File: src/rtl/tdc_multichannel.sv
// Multichannel TDC: per-channel synchroniser and edge detect, start/stop/timeout FSM, FWFT event FIFO.
// Latency: edge seen 3 cycles after pulse rise, event visible 1 cycle after capture; ev_ready low fills FIFO, then drops and counts events.

module tdc_fifo #(
  parameter int WIDTH = 8,
  parameter int DEPTH = 4
) (
  input  logic             clk,
  input  logic             rst,
  input  logic             wr_vld_i,
  output logic             wr_rdy_o,
  input  logic [WIDTH-1:0] wr_dat_i,
  output logic             rd_vld_o,
  input  logic             rd_rdy_i,
  output logic [WIDTH-1:0] rd_dat_o
);
  localparam int AW = $clog2(DEPTH);

  logic [WIDTH-1:0] mem_q [DEPTH];
  logic [WIDTH-1:0] hold_q;
  logic [AW-1:0]    wr_ptr_q, rd_ptr_q;
  logic [AW:0]      cnt_q;
  logic             push, pop, full;

  assign full     = (cnt_q == (AW+1)'(DEPTH));
  assign rd_vld_o = (cnt_q != '0);
  assign pop      = rd_vld_o & rd_rdy_i;
  // A full FIFO still takes a write when the head leaves in the same cycle.
  assign wr_rdy_o = ~full | pop;
  assign push     = wr_vld_i & wr_rdy_o;
  assign rd_dat_o = rd_vld_o ? mem_q[rd_ptr_q] : hold_q;

  always_ff @(posedge clk or posedge rst) begin
    if (rst) begin
      for (int i = 0; i < DEPTH; i++) mem_q[i] <= '0;
      hold_q   <= '0;
      wr_ptr_q <= '0;
      rd_ptr_q <= '0;
      cnt_q    <= '0;
    end else begin
      if (push) begin
        mem_q[wr_ptr_q] <= wr_dat_i;
        wr_ptr_q        <= wr_ptr_q + 1'b1;
      end
      if (pop) begin
        hold_q   <= mem_q[rd_ptr_q];
        rd_ptr_q <= rd_ptr_q + 1'b1;
      end
      case ({push, pop})
        2'b10:   cnt_q <= cnt_q + 1'b1;
        2'b01:   cnt_q <= cnt_q - 1'b1;
        default: cnt_q <= cnt_q;
      endcase
    end
  end
endmodule

module tdc_multichannel #(
  parameter int N_CH       = 2,
  parameter int CNT_W      = 7,
  parameter int MAX_WINDOW = 100,
  parameter int FIFO_DEPTH = 4
) (
  input  logic             clk,
  input  logic             rst,
  input  logic [N_CH-1:0]  pulse,
  input  logic             enable,
  output logic             ev_valid,
  input  logic             ev_ready,
  output logic [N_CH-1:0]  ev_start,
  output logic [N_CH-1:0]  ev_end,
  output logic [CNT_W-1:0] ev_interval,
  output logic             ev_timeout,
  output logic [15:0]      overflow_cnt
);
  typedef struct packed {
    logic [N_CH-1:0]  start;
    logic [N_CH-1:0]  stop;
    logic [CNT_W-1:0] interval;
    logic             timeout;
  } ev_t;

  typedef enum logic {IDLE, ARMED} state_t;

  localparam logic [N_CH-1:0]  ONE_CH = 1;
  localparam logic [CNT_W-1:0] MAX_CNT = CNT_W'(MAX_WINDOW);

  logic [N_CH-1:0]  sync1_q, sync2_q, sync3_q, rise_q;
  state_t           state_q, state_d;
  logic [CNT_W-1:0] cnt_q, cnt_d;
  logic [N_CH-1:0]  start_q, start_d;
  logic [15:0]      ovf_q, ovf_d;
  logic             push_vld, push_rdy, any_rise, multi_rise;
  ev_t              push_dat, head;

  // sync3 resets low so a level already high at reset release reads as a rising edge.
  always_ff @(posedge clk or posedge rst) begin
    if (rst) begin
      sync1_q <= '0;
      sync2_q <= '0;
      sync3_q <= '0;
      rise_q  <= '0;
    end else begin
      sync1_q <= pulse;
      sync2_q <= sync1_q;
      sync3_q <= sync2_q;
      rise_q  <= sync2_q & ~sync3_q;
    end
  end

  assign any_rise   = |rise_q;
  assign multi_rise = |(rise_q & (rise_q - ONE_CH));

  always_ff @(posedge clk or posedge rst) begin
    if (rst) begin
      state_q <= IDLE;
      cnt_q   <= '0;
      start_q <= '0;
      ovf_q   <= '0;
    end else begin
      state_q <= state_d;
      cnt_q   <= cnt_d;
      start_q <= start_d;
      ovf_q   <= ovf_d;
    end
  end

  always_comb begin
    state_d  = state_q;
    cnt_d    = cnt_q;
    start_d  = start_q;
    push_vld = 1'b0;
    push_dat = '0;
    case (state_q)
      IDLE: begin
        if (enable && any_rise) begin
          if (multi_rise) begin
            push_vld = 1'b1;
            push_dat = '{start: rise_q, stop: rise_q, interval: '0, timeout: 1'b0};
          end else begin
            start_d = rise_q;
            cnt_d   = CNT_W'(1);
            state_d = ARMED;
          end
        end
      end
      ARMED: begin
        if (!enable) begin
          cnt_d   = '0;
          state_d = IDLE;
        end else if (any_rise) begin
          push_vld = 1'b1;
          push_dat = '{start: start_q, stop: rise_q, interval: cnt_q, timeout: 1'b0};
          cnt_d    = '0;
          state_d  = IDLE;
        end else if (cnt_q == MAX_CNT) begin
          push_vld = 1'b1;
          push_dat = '{start: start_q, stop: '0, interval: MAX_CNT, timeout: 1'b1};
          cnt_d    = '0;
          state_d  = IDLE;
        end else begin
          cnt_d = cnt_q + 1'b1;
        end
      end
      default: state_d = IDLE;
    endcase
  end

  always_comb begin
    ovf_d = ovf_q;
    if (push_vld && !push_rdy && ovf_q != 16'hFFFF) ovf_d = ovf_q + 1'b1;
  end

  tdc_fifo #(
    .WIDTH($bits(ev_t)),
    .DEPTH(FIFO_DEPTH)
  ) u_fifo (
    .clk      (clk),
    .rst      (rst),
    .wr_vld_i (push_vld),
    .wr_rdy_o (push_rdy),
    .wr_dat_i (push_dat),
    .rd_vld_o (ev_valid),
    .rd_rdy_i (ev_ready),
    .rd_dat_o (head)
  );

  assign ev_start     = head.start;
  assign ev_end       = head.stop;
  assign ev_interval  = head.interval;
  assign ev_timeout   = head.timeout;
  assign overflow_cnt = ovf_q;
endmodule

File: config.mk
export PLATFORM = sky130hd
export DESIGN_NAME = tdc_multichannel
export DESIGN_NICKNAME = d
export VERILOG_FILES = /design/src/rtl/tdc_multichannel.sv
export SDC_FILE = /design/constraint.sdc
export NUM_CORES = 1
export LEC_CHECK = 0
export BUFFER_PORTS_ARGS = -buffer_cell sky130_fd_sc_hd__buf_2
export CAP_MARGIN = 20
export CORE_MARGIN = 2
export CORE_UTILIZATION = 45
export DETAILED_ROUTE_END_ITERATION = 8
export PLACE_DENSITY = 0.66
export SYNTH_ARGS = -nofsm -noshare
export SYNTH_HDL_FRONTEND = slang
export SYNTH_SLANG_ARGS = --single-unit
File: constraint.sdc
create_clock -name clk -period 6.8 [get_ports clk]
set_clock_uncertainty 0.1 [all_clocks]
set_input_delay 1.36 -clock clk [delete_from_list [all_inputs] [get_ports clk]]
set_output_delay 1.36 -clock clk [all_outputs]
set_load 0.005 [all_outputs]
==> out/metrics.yaml, run 1 <==
setup_path:
  worst_setup_path_start_kind: "register"
  slowest_stage: "dfrtp_1"
  cp.required_ns: 5.34
  cp_cell_sequence: "mux4_2 > mux2_2 > buf_2"
  critPathLaunch: "u_fifo.rd_ptr_q[0]"
  r2r_start: "u_fifo.cnt_q[0]"
  endpoint_kind: "output pin"
  cp_max_fo: 14
  critPathMaxStageDelay_ns: 0.91
  critical_path_class: "register to output pin"
  cp.arrival_ns: 2.31
global_route:
  grt_first_pass_wirelength_um: 15110
  grt_use_total: 0.1707
  grt_pass1_vias: 3005
  grt_max_degree: 85
  antenna_found_initial: 0
  grt_overflow: 0
synthesis:
  ys_seq_area_frac: 0.5365
  syn_area_per_cell_um2: 11.57
  synth_nets: 422
  synthFlopType: "dfrtp_1"
  synth.largest_area_cell: "dfrtp_1"
  synth_cells: 407
  synth_most_common_cell: "dfrtp_1"
  yosys-top-cells-area: "dfrtp_1 (54%), mux2_2 (11%), mux4_2 (5.7%), o21ai_0 (5.1%), nand2_1 (4.3%)"
  synth_cell_types: 40
  synth_top_area_frac: 0.5365
  yosysWarnings: 0
  synth-edff-count: 0
  yosys_register_bits: 101
  async_flop_share: 1.000
  netlist_top_cells_count: "dfrtp_1 (101), nand2_1 (54), o21ai_0 (48)"
  syn_area_um2: 4711
power:
  ir_drop_v: 0.0001120
  powerDensity_nw_per_um2: 255.9
  p_leak_nw: 2.447
timing:
  slew_headroom: 0.4331
  rsz0062_at_grt: "no"
  setup_tns_ns: 0
  fin_crit_sh: 0.5551
  slew_viol_final: 0
  max_freq_ghz: 0.2649
  final-setup-viol-count: 0
  worst_slew_pin_slew_ns: 0.8504
  period_needed_ns: 3.775
  finalHoldViolCount: 0
floorplan:
  die_area_um2: 11300
  num_rows: 37
  core_region_area_um2: 10230
  die_x_um: 106.3
  initial_utilization: 0.4604
  pin_count: 35
  die_y_um: 106.3
routing:
  firstDrtPassIters: 5
  vias: 3076
  route.detailed.wl_per_inst_um: 15.20
  postRouteWirelength_um: 8726
  antenna_left: 0
  drtIter0Drc: 81
  drc: 0
  via_per_inst: 5.359
placed_design:
  placedCellCount: 558
  dpl.hpwl_um: 5847
  place_congestion: 0.7810
  port_buffers: 34
cts:
  htree_levels: 3
  cts-root-buf: "clkbuf_8"
  clkLatencyLatePin_ns: 0.36
  cts.repair.resized: 0
  cts_max_path_buffers: 2
  cts_made_buffers: 9
  cts_tree: "done"
  cts.clk_slew.worst_paths_ns: 0.09
  cts_setup_buffers: 0
  holdBufCountCts: 0
  cts.sinks: 101
finish:
  layout.nets: 449
  drive_gt1_frac: 0.2557
  final-instance-count-excl-fill: 574
  antenna-diode-count: 0
  area_growth_pct: 9.774
run:
  cap_violations: 0
min_path:
  hold_start: "sync1_q[0]"
  hold_path_class: "register to register"
outcome:
  status: "finished clean"
## power by group
group          switching [mW]  internal (mW)  total, mW
Combinational           0.115          0.129      0.244
Clock                   0.208          0.133      0.341
Sequential             0.0819          0.657      0.738
## sequential cells by signal, indices dropped and copies added (netlist names)
signal	flops
rise_q	2
state_q	1
sync3_q	2
sync1_q	2
u_fifo.rd_ptr_q	2
u_fifo.hold_q	12
u_fifo.wr_ptr_q	2
overflow_cnt	16
sync2_q	2
cnt_q	7
u_fifo.cnt_q	3
start_q	2
u_fifo.mem_q	48
## layout by cell type, fill, tap and decap left out, types with 2 or more instances in the layout
master and n:
a21oi_1 6, or3_1 2, o21ai_0 48, nand2b_1 3, clkinvlp_4 2, mux2i_1 2, nor2b_1 6, a31oi_1 3
mux4_2 12, nor2_1 16, nand3_1 11, dfrtp_1 101, inv_1 9, nand4_1 9, xor2_1 10, o211ai_1 2
xnor2_1 9, nor3_1 4, buf_2 34, ha_1 8, and2_1 4, clkbuf_8 9, nand2_1 54, and3_1 5
mux2_2 47
## kinds of logic (layout without fill, tap and decap cells)
logic type / count (synthesis) / count (layout) / share of synthesized area
and+or+nand+nor: 122 / 122 / 0.1256
adders and majority gates: 10 / 10 / 0.02762
xor gates and xnor gates: 20 / 20 / 0.03878
DFF: 101 / 101 / 0.5365
AOI/OAI and AO/OA: 63 / 63 / 0.07198
buffers and inverters: 30 / 61 / 0.02550
muxes: 61 / 61 / 0.1740
## per-layer routing
layer	global-route usage	wire [µm]	share of wire	vias up
li1	-	-	-	1487
met2	0.2550	3908	0.45	58
met5	0	0	0	-
met3	0.04169	309	0.035	8
met1	0.2479	4428	0.51	1523
met4	0.05169	80	0.0092	0
## critical path: cells and delay by family (launching register included)
kind / cells / cell delay [ns]
DFF: 1 / 0.91
buffers and inverters: 1 / 0.12
muxes: 2 / 0.92
## through the flow
step / setup slack (ns) / power (mW) / hold slack (ns) / instance area, µm² / utilization
detailed placement: 3.183 / 0.9975 / 0.2450 / 4979 / 0.4866
global placement: 3.263 / 0.9847 / 0.2347 / 4979 / 0.4866
CTS: 2.973 / 1.335 / 0.2669 / 5144 / 0.5028
floorplan: 2.693 / 0.9287 / 0.2312 / 4711 / -
global route: 2.859 / 1.406 / 0.2734 / 5171 / 0.5054
finish: 3.025 / 1.323 / 0.2606 / 5171 / 0.5054
## area by class of cell
class	count	area, µm²
fillers	888	5060
flip-flops and latches	101	2527
multi-input cells	276	2063
repair buffers	36	205.2
well taps	136	170.2
clock buffers	10	127.6
inverters	10	40.04
clock inverters	5	37.54
## final timing paths
check | end | slack (ns) | cells after the start
hold / removal | sync2_q[0] | 0.26 | 0
min in group asynchronous | overflow_cnt[4] | 0.81 | 2
max in group asynchronous | u_fifo.mem_q[45] | 4.92 | 4
hold reg to reg | sync2_q[0] | 0.26 | 0
setup reg to reg | u_fifo.cnt_q[2] | 3.78 | 8
setup / recovery | ev_start[1] | 3.03 | 3
Power figures use the tool's default switching activity.
==> inputs of run 2 (changes only) <==
--- a/config.mk
+++ b/config.mk
@@ -10,7 +10,7 @@
 export CORE_MARGIN = 2
 export CORE_UTILIZATION = 45
 export DETAILED_ROUTE_END_ITERATION = 8
-export PLACE_DENSITY = 0.66
+export PLACE_DENSITY = 0.68
 export SYNTH_ARGS = -nofsm -noshare
 export SYNTH_HDL_FRONTEND = slang
 export SYNTH_SLANG_ARGS = --single-unit
==> constraint.sdc (replaced) <==
create_clock -name clk -period 3.3 [get_ports clk]
set_clock_uncertainty 0.1 [all_clocks]
set_input_delay 0.66 -clock clk [delete_from_list [all_inputs] [get_ports clk]]
set_output_delay 0.66 -clock clk [all_outputs]
set_load 0.005 [all_outputs]
==> run 2 against run 1 <==
Compared with the run above: combinational power is 130% higher; utilization is 0.92 points higher; sequential share of layout area shrank 0.87 points; count of clock-buffer cells in the layout decreased by 1; sequential power increased by 99%; critical endpoint is now u_fifo.cnt_q[2]; wire length up 1.3%; register-to-register slack got worse by 3.3 ns; first-iteration DRC count increased by 63%; design area is 1.8% higher.
==> out/metrics.yaml, run 2 (synthesized netlist as in run 1, its figures left out) <==
outcome:
  status: "finished clean"
setup_path:
  cp.required_ns: 3.50  # -1.84 ns
  cp_max_fo: 19  # +5
  critical_path_class: "register to register"
  cp.arrival_ns: 2.98  # +0.67 ns
  worst_setup_path_start_kind: "register"
  endpoint_kind: "register"
finish:
  area_growth_pct: 11.77
  drive_gt1_frac: 0.2713  # +0.01559
  mostFrequentLayoutCells: "dfrtp_1 (101), nand2_1 (54), o21ai_0 (48), mux2_2 (47), buf_2 (34)"
  regMostFlops: "u_fifo.mem_q"
  antenna-diode-count: 0  # unchanged
  largest_reg_flops: 48  # unchanged
  final_common_cell: "dfrtp_1"
  fillCellCount: 898  # +1.1%
  layout.nets: 456  # +1.6%
floorplan:
  num_rows: 37  # unchanged
  pin_count: 35  # unchanged
  initial_utilization: 0.4604  # unchanged
  core_region_area_um2: 10230  # unchanged
  die_y_um: 106.3  # unchanged
  die_area_um2: 11300  # unchanged
  die_x_um: 106.3  # unchanged
routing:
  firstDrtPassIters: 4  # -1
  route.detailed.wl_per_inst_um: 15.18  # -0.12%
  via_per_inst: 5.375  # +0.29%
  drc: 0  # unchanged
  vias: 3128  # +1.7%
  antenna_left: 0  # unchanged
  drtIter0Drc: 132  # +63%
  postRouteWirelength_um: 8837  # +1.3%
timing:
  fin_ws_ns: 0.5169  # -2.508 ns
  slew_viol_final: 0  # unchanged
  setup_tns_ns: 0  # unchanged
  fin_crit_sh: 0.8434
  worst_slew_pin_slew_ns: 0.6033  # -0.2471 ns
  slew_headroom: 0.5978  # +0.1647
  period_needed_ns: 2.783
  max_freq_ghz: 0.3593
  final-setup-viol-count: 0  # unchanged
  finalHoldViolCount: 0  # unchanged
  rsz0062_at_grt: "no"
cts:
  cts_setup_buffers: 0  # unchanged
  cts_tree: "done"
  cts.clk_slew.worst_paths_ns: 0.11  # +0.02 ns
  cts_max_path_buffers: 2  # unchanged
  htree_levels: 3  # unchanged
  cts-root-buf: "clkbuf_8"
  cts_made_buffers: 9  # unchanged
  cts.sinks: 101  # unchanged
  cts.repair.resized: 0  # unchanged
  clkLatencyLatePin_ns: 0.37  # about the same
  holdBufCountCts: 0  # unchanged
run:
  cap_violations: 0  # unchanged
power:
  power_mw: 2.873  # +120%
  ir_drop_v: 0.0002370  # +110%
  powerDensity_nw_per_um2: 545.7  # +110%
  p_leak_nw: 2.498  # +2.1%
global_route:
  grt_max_degree: 64  # -25%
  antenna_found_initial: 0  # unchanged
  grt_first_pass_wirelength_um: 14940  # -1.1%
  grt_overflow: 0  # unchanged
  grt_pass1_vias: 3077  # +2.4%
  grt_use_total: 0.1670  # -0.003693
placed_design:
  dpl.hpwl_um: 6186  # +5.8%
  place_congestion: 0.8074  # +3.4%
  dp_slack_ns: 0.3914  # -2.791 ns
  port_buffers: 34  # unchanged
min_path:
  hold_path_class: "input pin to async pin"
## run 2: cell type report
cell class	count	area, µm²	share of cell area
sequential	101	2527	0.4800
multi-input combinational	276	2063	0.3919
timing repair buffer	43	250.2	0.04753
clock buffer	9	123.9	0.02353
inverter	10	41.29	0.007842
clock inverter	7	88.84	0.01687
tap	136	170.2	0.03232
## run 2: through the flow
step / instances / utilization / hold WS [ns] / area, µm²
5_1_grt: 582 / 0.5146 / 0.2102 / 5265
2_1_floorplan: 407 / - / 0.2312 / 4715
6_report: 582 / 0.5146 / 0.1992 / 5265
3_5_place_dp: 566 / 0.4938 / 0.2402 / 5052
4_1_cts: 582 / 0.5146 / 0.1969 / 5265
3_3_place_gp: 566 / 0.4938 / 0.2342 / 5052
## run 2: per-layer routing
metal / vias to the layer above / GRT usage / wire [µm]
met2: 81 / 0.2537 / 4040
met3: 10 / 0.03617 / 362
li1: 1502 / - / -
met4: 0 / 0.05639 / 105
met1: 1535 / 0.2388 / 4329
met5: - / 0 / 0
## run 2: where the power goes
part	internal [mW]	switching, mW	total (mW)
Clock	0.372	0.466	0.838
Combinational	0.278	0.283	0.561
Sequential	1.35	0.120	1.47
## run 2: path summary, 6_finish.rpt
path	startpoint	to	slack, ns	depth (start not counted)
setup / recovery	rise_q[0]	u_fifo.cnt_q[2]	0.52	10
hold reg to reg	sync1_q[1]	sync2_q[1]	0.26	0
hold / removal	rst	overflow_cnt[14]	0.20	2
setup reg to reg	rise_q[0]	u_fifo.cnt_q[2]	0.52	10
min in group clk	sync1_q[1]	sync2_q[1]	0.26	0
max in group asynchronous	rst	u_fifo.mem_q[45]	2.23	3
## run 2: critical path: stages, from the launching register on
cell and delay [ns]:
dfrtp_1 0.58, maj3_1 0.43, a32o_1 0.29, and2_1 0.23, inv_1 0.08, ha_1 0.18, inv_1 0.06, fa_1 0.37
xor2_1 0.15, nor2_1 0.11, xor2_1 0.15
==> inputs of run 3 (changes only) <==
--- a/config.mk
+++ b/config.mk
@@ -5,12 +5,13 @@
 export SDC_FILE = /design/constraint.sdc
 export NUM_CORES = 1
 export LEC_CHECK = 0
+export ABC_AREA = 1
 export BUFFER_PORTS_ARGS = -buffer_cell sky130_fd_sc_hd__buf_2
 export CAP_MARGIN = 20
 export CORE_MARGIN = 2
 export CORE_UTILIZATION = 45
 export DETAILED_ROUTE_END_ITERATION = 8
-export PLACE_DENSITY = 0.68
+export PLACE_DENSITY = 0.65
 export SYNTH_ARGS = -nofsm -noshare
 export SYNTH_HDL_FRONTEND = slang
 export SYNTH_SLANG_ARGS = --single-unit
==> constraint.sdc (replaced) <==
create_clock -name clk -period 2.8 [get_ports clk]
set_clock_uncertainty 0.1 [all_clocks]
set_input_delay 0.56 -clock clk [delete_from_list [all_inputs] [get_ports clk]]
set_output_delay 0.56 -clock clk [all_outputs]
set_load 0.005 [all_outputs]
==> run 3 against run 2 <==
Compared with the run above: critical path depth rose by 2; cell count grew 40%; critical endpoint is now u_fifo.mem_q[0]; flip-flop and latch count did not move; utilization fell by 0.73 points; largest power group unchanged; power up 55%; register-to-register slack lost 0.26 ns; wire length grew 34%; worst hold slack improved by 0.012 ns; critical path type unchanged.
==> out/metrics.yaml, run 3 <==
synthesis:
  synth_most_common_cell: "nand2_1"
  async_flop_share: 1.000  # unchanged
  yosysWarnings: 0  # unchanged
  ys_seq_area_frac: 0.4814  # -0.05511
  synthFlopType: "dfrtp_1"
  synth_cells: 642  # +58%
  synth_nets: 657  # +56%
  synth-edff-count: 0  # unchanged
  netlist_top_cells_count: "nand2_1 (239), dfrtp_1 (101), nand4_1 (68)"
  yosys-top-cells-area: "dfrtp_1 (48%), nand2_1 (17%), nand4_1 (8.1%), o21ai_0 (3.2%), inv_1 (2.4%)"
  yosys_register_bits: 101  # unchanged
  syn_area_um2: 5250  # +11%
  syn_area_per_cell_um2: 8.178  # -29%
  synth_cell_types: 30  # -25%
  synth.largest_area_cell: "dfrtp_1"
  synth_top_area_frac: 0.4814  # -0.05511
setup_path:
  cp.required_ns: 2.93  # -0.57 ns
  worst_setup_path_start_kind: "register"
  timing.rr.end: "u_fifo.mem_q[0]"
  endpoint_kind: "register"
  crit_top_cell: "nand2_1"
  critPathMaxStageDelay_ns: 0.59  # about the same
  slowest_stage: "buf_4"
  cp.arrival_ns: 2.67  # -0.31 ns
  cp_cell_sequence: "inv_1 > ha_1 > nand2_1 > inv_2 > nand3_1 > nand2_1 > nand2_1 > nand2_2 > buf_4 > nand3_2 > nand2_1 > nand2_1"
  reg2reg_depth: 12  # +2
  critPathLaunch: "cnt_q[0]"
  endpoint: "u_fifo.mem_q[0]"
  cp_max_fo: 73  # +54
  critical_path_class: "register to register"
  r2r_start: "cnt_q[0]"
  r2r_slack_ns: 0.26  # -0.26 ns
routing:
  via_per_inst: 5.365  # -0.19%
  drtIter0Drc: 299  # +130%
  postRouteWirelength_um: 11850  # +34%
  drc: 0  # unchanged
  antenna_left: 0  # unchanged
  vias: 4356  # +39%
  route.detailed.wl_per_inst_um: 14.59  # -3.9%
  firstDrtPassIters: 6  # +2
cts:
  cts.clk_slew.worst_paths_ns: 0.06  # -0.05 ns
  htree_levels: 3  # unchanged
  cts_made_buffers: 9  # unchanged
  clkLatencyLatePin_ns: 0.34  # -0.03 ns
  cts_max_path_buffers: 2  # unchanged
  cts_tree: "done"
  cts-root-buf: "clkbuf_16"
  cts_setup_buffers: 0  # unchanged
  holdBufCountCts: 0  # unchanged
  cts.repair.resized: 0  # unchanged
  cts.sinks: 101  # unchanged
global_route:
  grt_max_degree: 74  # +16%
  grt_overflow: 0  # unchanged
  grt_use_total: 0.1977  # +0.03067
  antenna_found_initial: 0  # unchanged
  grt_first_pass_wirelength_um: 20330  # +36%
  grt_pass1_vias: 4180  # +36%
power:
  powerDensity_nw_per_um2: 770.0  # +41%
  clkPwrFrac: 0.282  # -0.010
  combPwrFrac: 0.311  # +0.116
  ir_drop_v: 0.0006082  # +160%
  power.internal_mw: 2.853  # +42%
  seqPwrFrac: 0.407  # -0.106
  power_mw: 4.461  # +55%
  p_leak_nw: 2.890  # +16%
  switching_power_mw: 1.608  # +85%
  p_sw_frac: 0.3605  # +0.05800
floorplan:
  core_region_area_um2: 11420  # +12%
  die_y_um: 112.0  # +5.4%
  die_x_um: 112.0  # +5.4%
  die_area_um2: 12550  # +11%
  num_rows: 39  # +5.4%
  pin_count: 35  # unchanged
  initial_utilization: 0.4598  # -0.0006526
min_path:
  hold_path_class: "input pin to async pin"
run:
  cap_violations: 0  # unchanged
finish:
  area_growth_pct: 10.34
  layout.nets: 679  # +49%
  regMostFlops: "u_fifo.mem_q"
  final_common_cell: "nand2_1"
  mostFrequentLayoutCells: "nand2_1 (239), dfrtp_1 (101), nand4_1 (68), o21ai_0 (34), buf_2 (34)"
  largest_reg_flops: 48  # unchanged
  drive_gt1_frac: 0.1315  # -0.1398
  antenna-diode-count: 0  # unchanged
placed_design:
  dpl.hpwl_um: 7999  # +29%
  place_congestion: 0.8984  # +11%
  port_buffers: 34  # unchanged
  dp_slack_ns: 0.3337  # -0.05771 ns
timing:
  final-setup-viol-count: 0  # unchanged
  period_needed_ns: 2.545  # -0.2382 ns
  worst_slew_pin_slew_ns: 0.7339  # +0.1305 ns
  slew_headroom: 0.5108  # -0.08702
  finalHoldViolCount: 0  # unchanged
  fin_crit_sh: 0.9089  # +0.06553
  setup_tns_ns: 0  # unchanged
  hold_slack_ns: 0.2109  # +0.01175 ns
  fin_ws_ns: 0.2551  # -0.2618 ns
  rsz0062_at_grt: "no"
  slew_viol_final: 0  # unchanged
  max_freq_ghz: 0.3929  # +9.4%
outcome:
  status: "finished clean"
[run 3: per-layer routing]
layer,GRT usage,up-vias,share of wire
met1,0.2704,2045,0.45
met2,0.3261,115,0.48
met5,0,-,0
met4,0.05772,0,0.013
li1,-,2183,-
met3,0.03564,13,0.053
[run 3: cell type report]
class / instances / area [µm²]
multi-input cells: 462 / 2330
clock inverters: 5 / 60.06
repair buffers: 49 / 295.3
well taps: 143 / 178.9
clock buffers: 11 / 242.7
fillers: 1109 / 5625
flip-flops and latches: 101 / 2527
inverters: 41 / 158.9
[run 3: cells by family after synthesis]
family	Yosys count	share of synthesized area
buffers and inverters	79	0.07483
xor gates and xnor gates	14	0.02336
DFF	101	0.4814
and+or+nand+nor	374	0.3227
adders and majority gates	9	0.02288
AOI/OAI and AO/OA	65	0.07483
[run 3: per-stage QoR]
stage,instance area [µm²],instances,util
2_1_floorplan,5254,642,-
3_3_place_gp,5490,796,0.4808
3_5_place_dp,5490,796,0.4808
4_1_cts,5793,812,0.5073
5_1_grt,5793,812,0.5073
6_report,5793,812,0.5073
[run 3: worst max-delay path: cells and delay by family, from the launching register on]
kind / cells / cell delay, ns
and+or+nand+nor: 8 / 1.00
buffers and inverters: 3 / 0.74
DFF: 1 / 0.42
adders and majority gates: 1 / 0.15
[run 3: worst min path at each step]
stage	cells after the start	end	start	slack, ns
3_5_place_dp	0	sync2_q[1]	sync1_q[1]	0.24
4_1_cts	1	sync1_q[0]	pulse[0]	0.21
3_3_place_gp	0	sync2_q[0]	sync1_q[0]	0.24
5_1_grt	1	sync1_q[0]	pulse[0]	0.20
6_report	3	u_fifo.wr_ptr_q[1]	rst	0.21
2_1_floorplan	0	sync2_q[0]	sync1_q[0]	0.23
[run 3: power groups by stage]
stage	Combinational, mW	Sequential (mW)	Clock (mW)
after floorplan	1.00	1.80	0
after global placement	1.35	1.83	0
after detailed placement	1.38	1.84	0
after CTS	1.39	1.82	1.28
after global routing	1.56	1.85	1.35
final	1.39	1.82	1.26
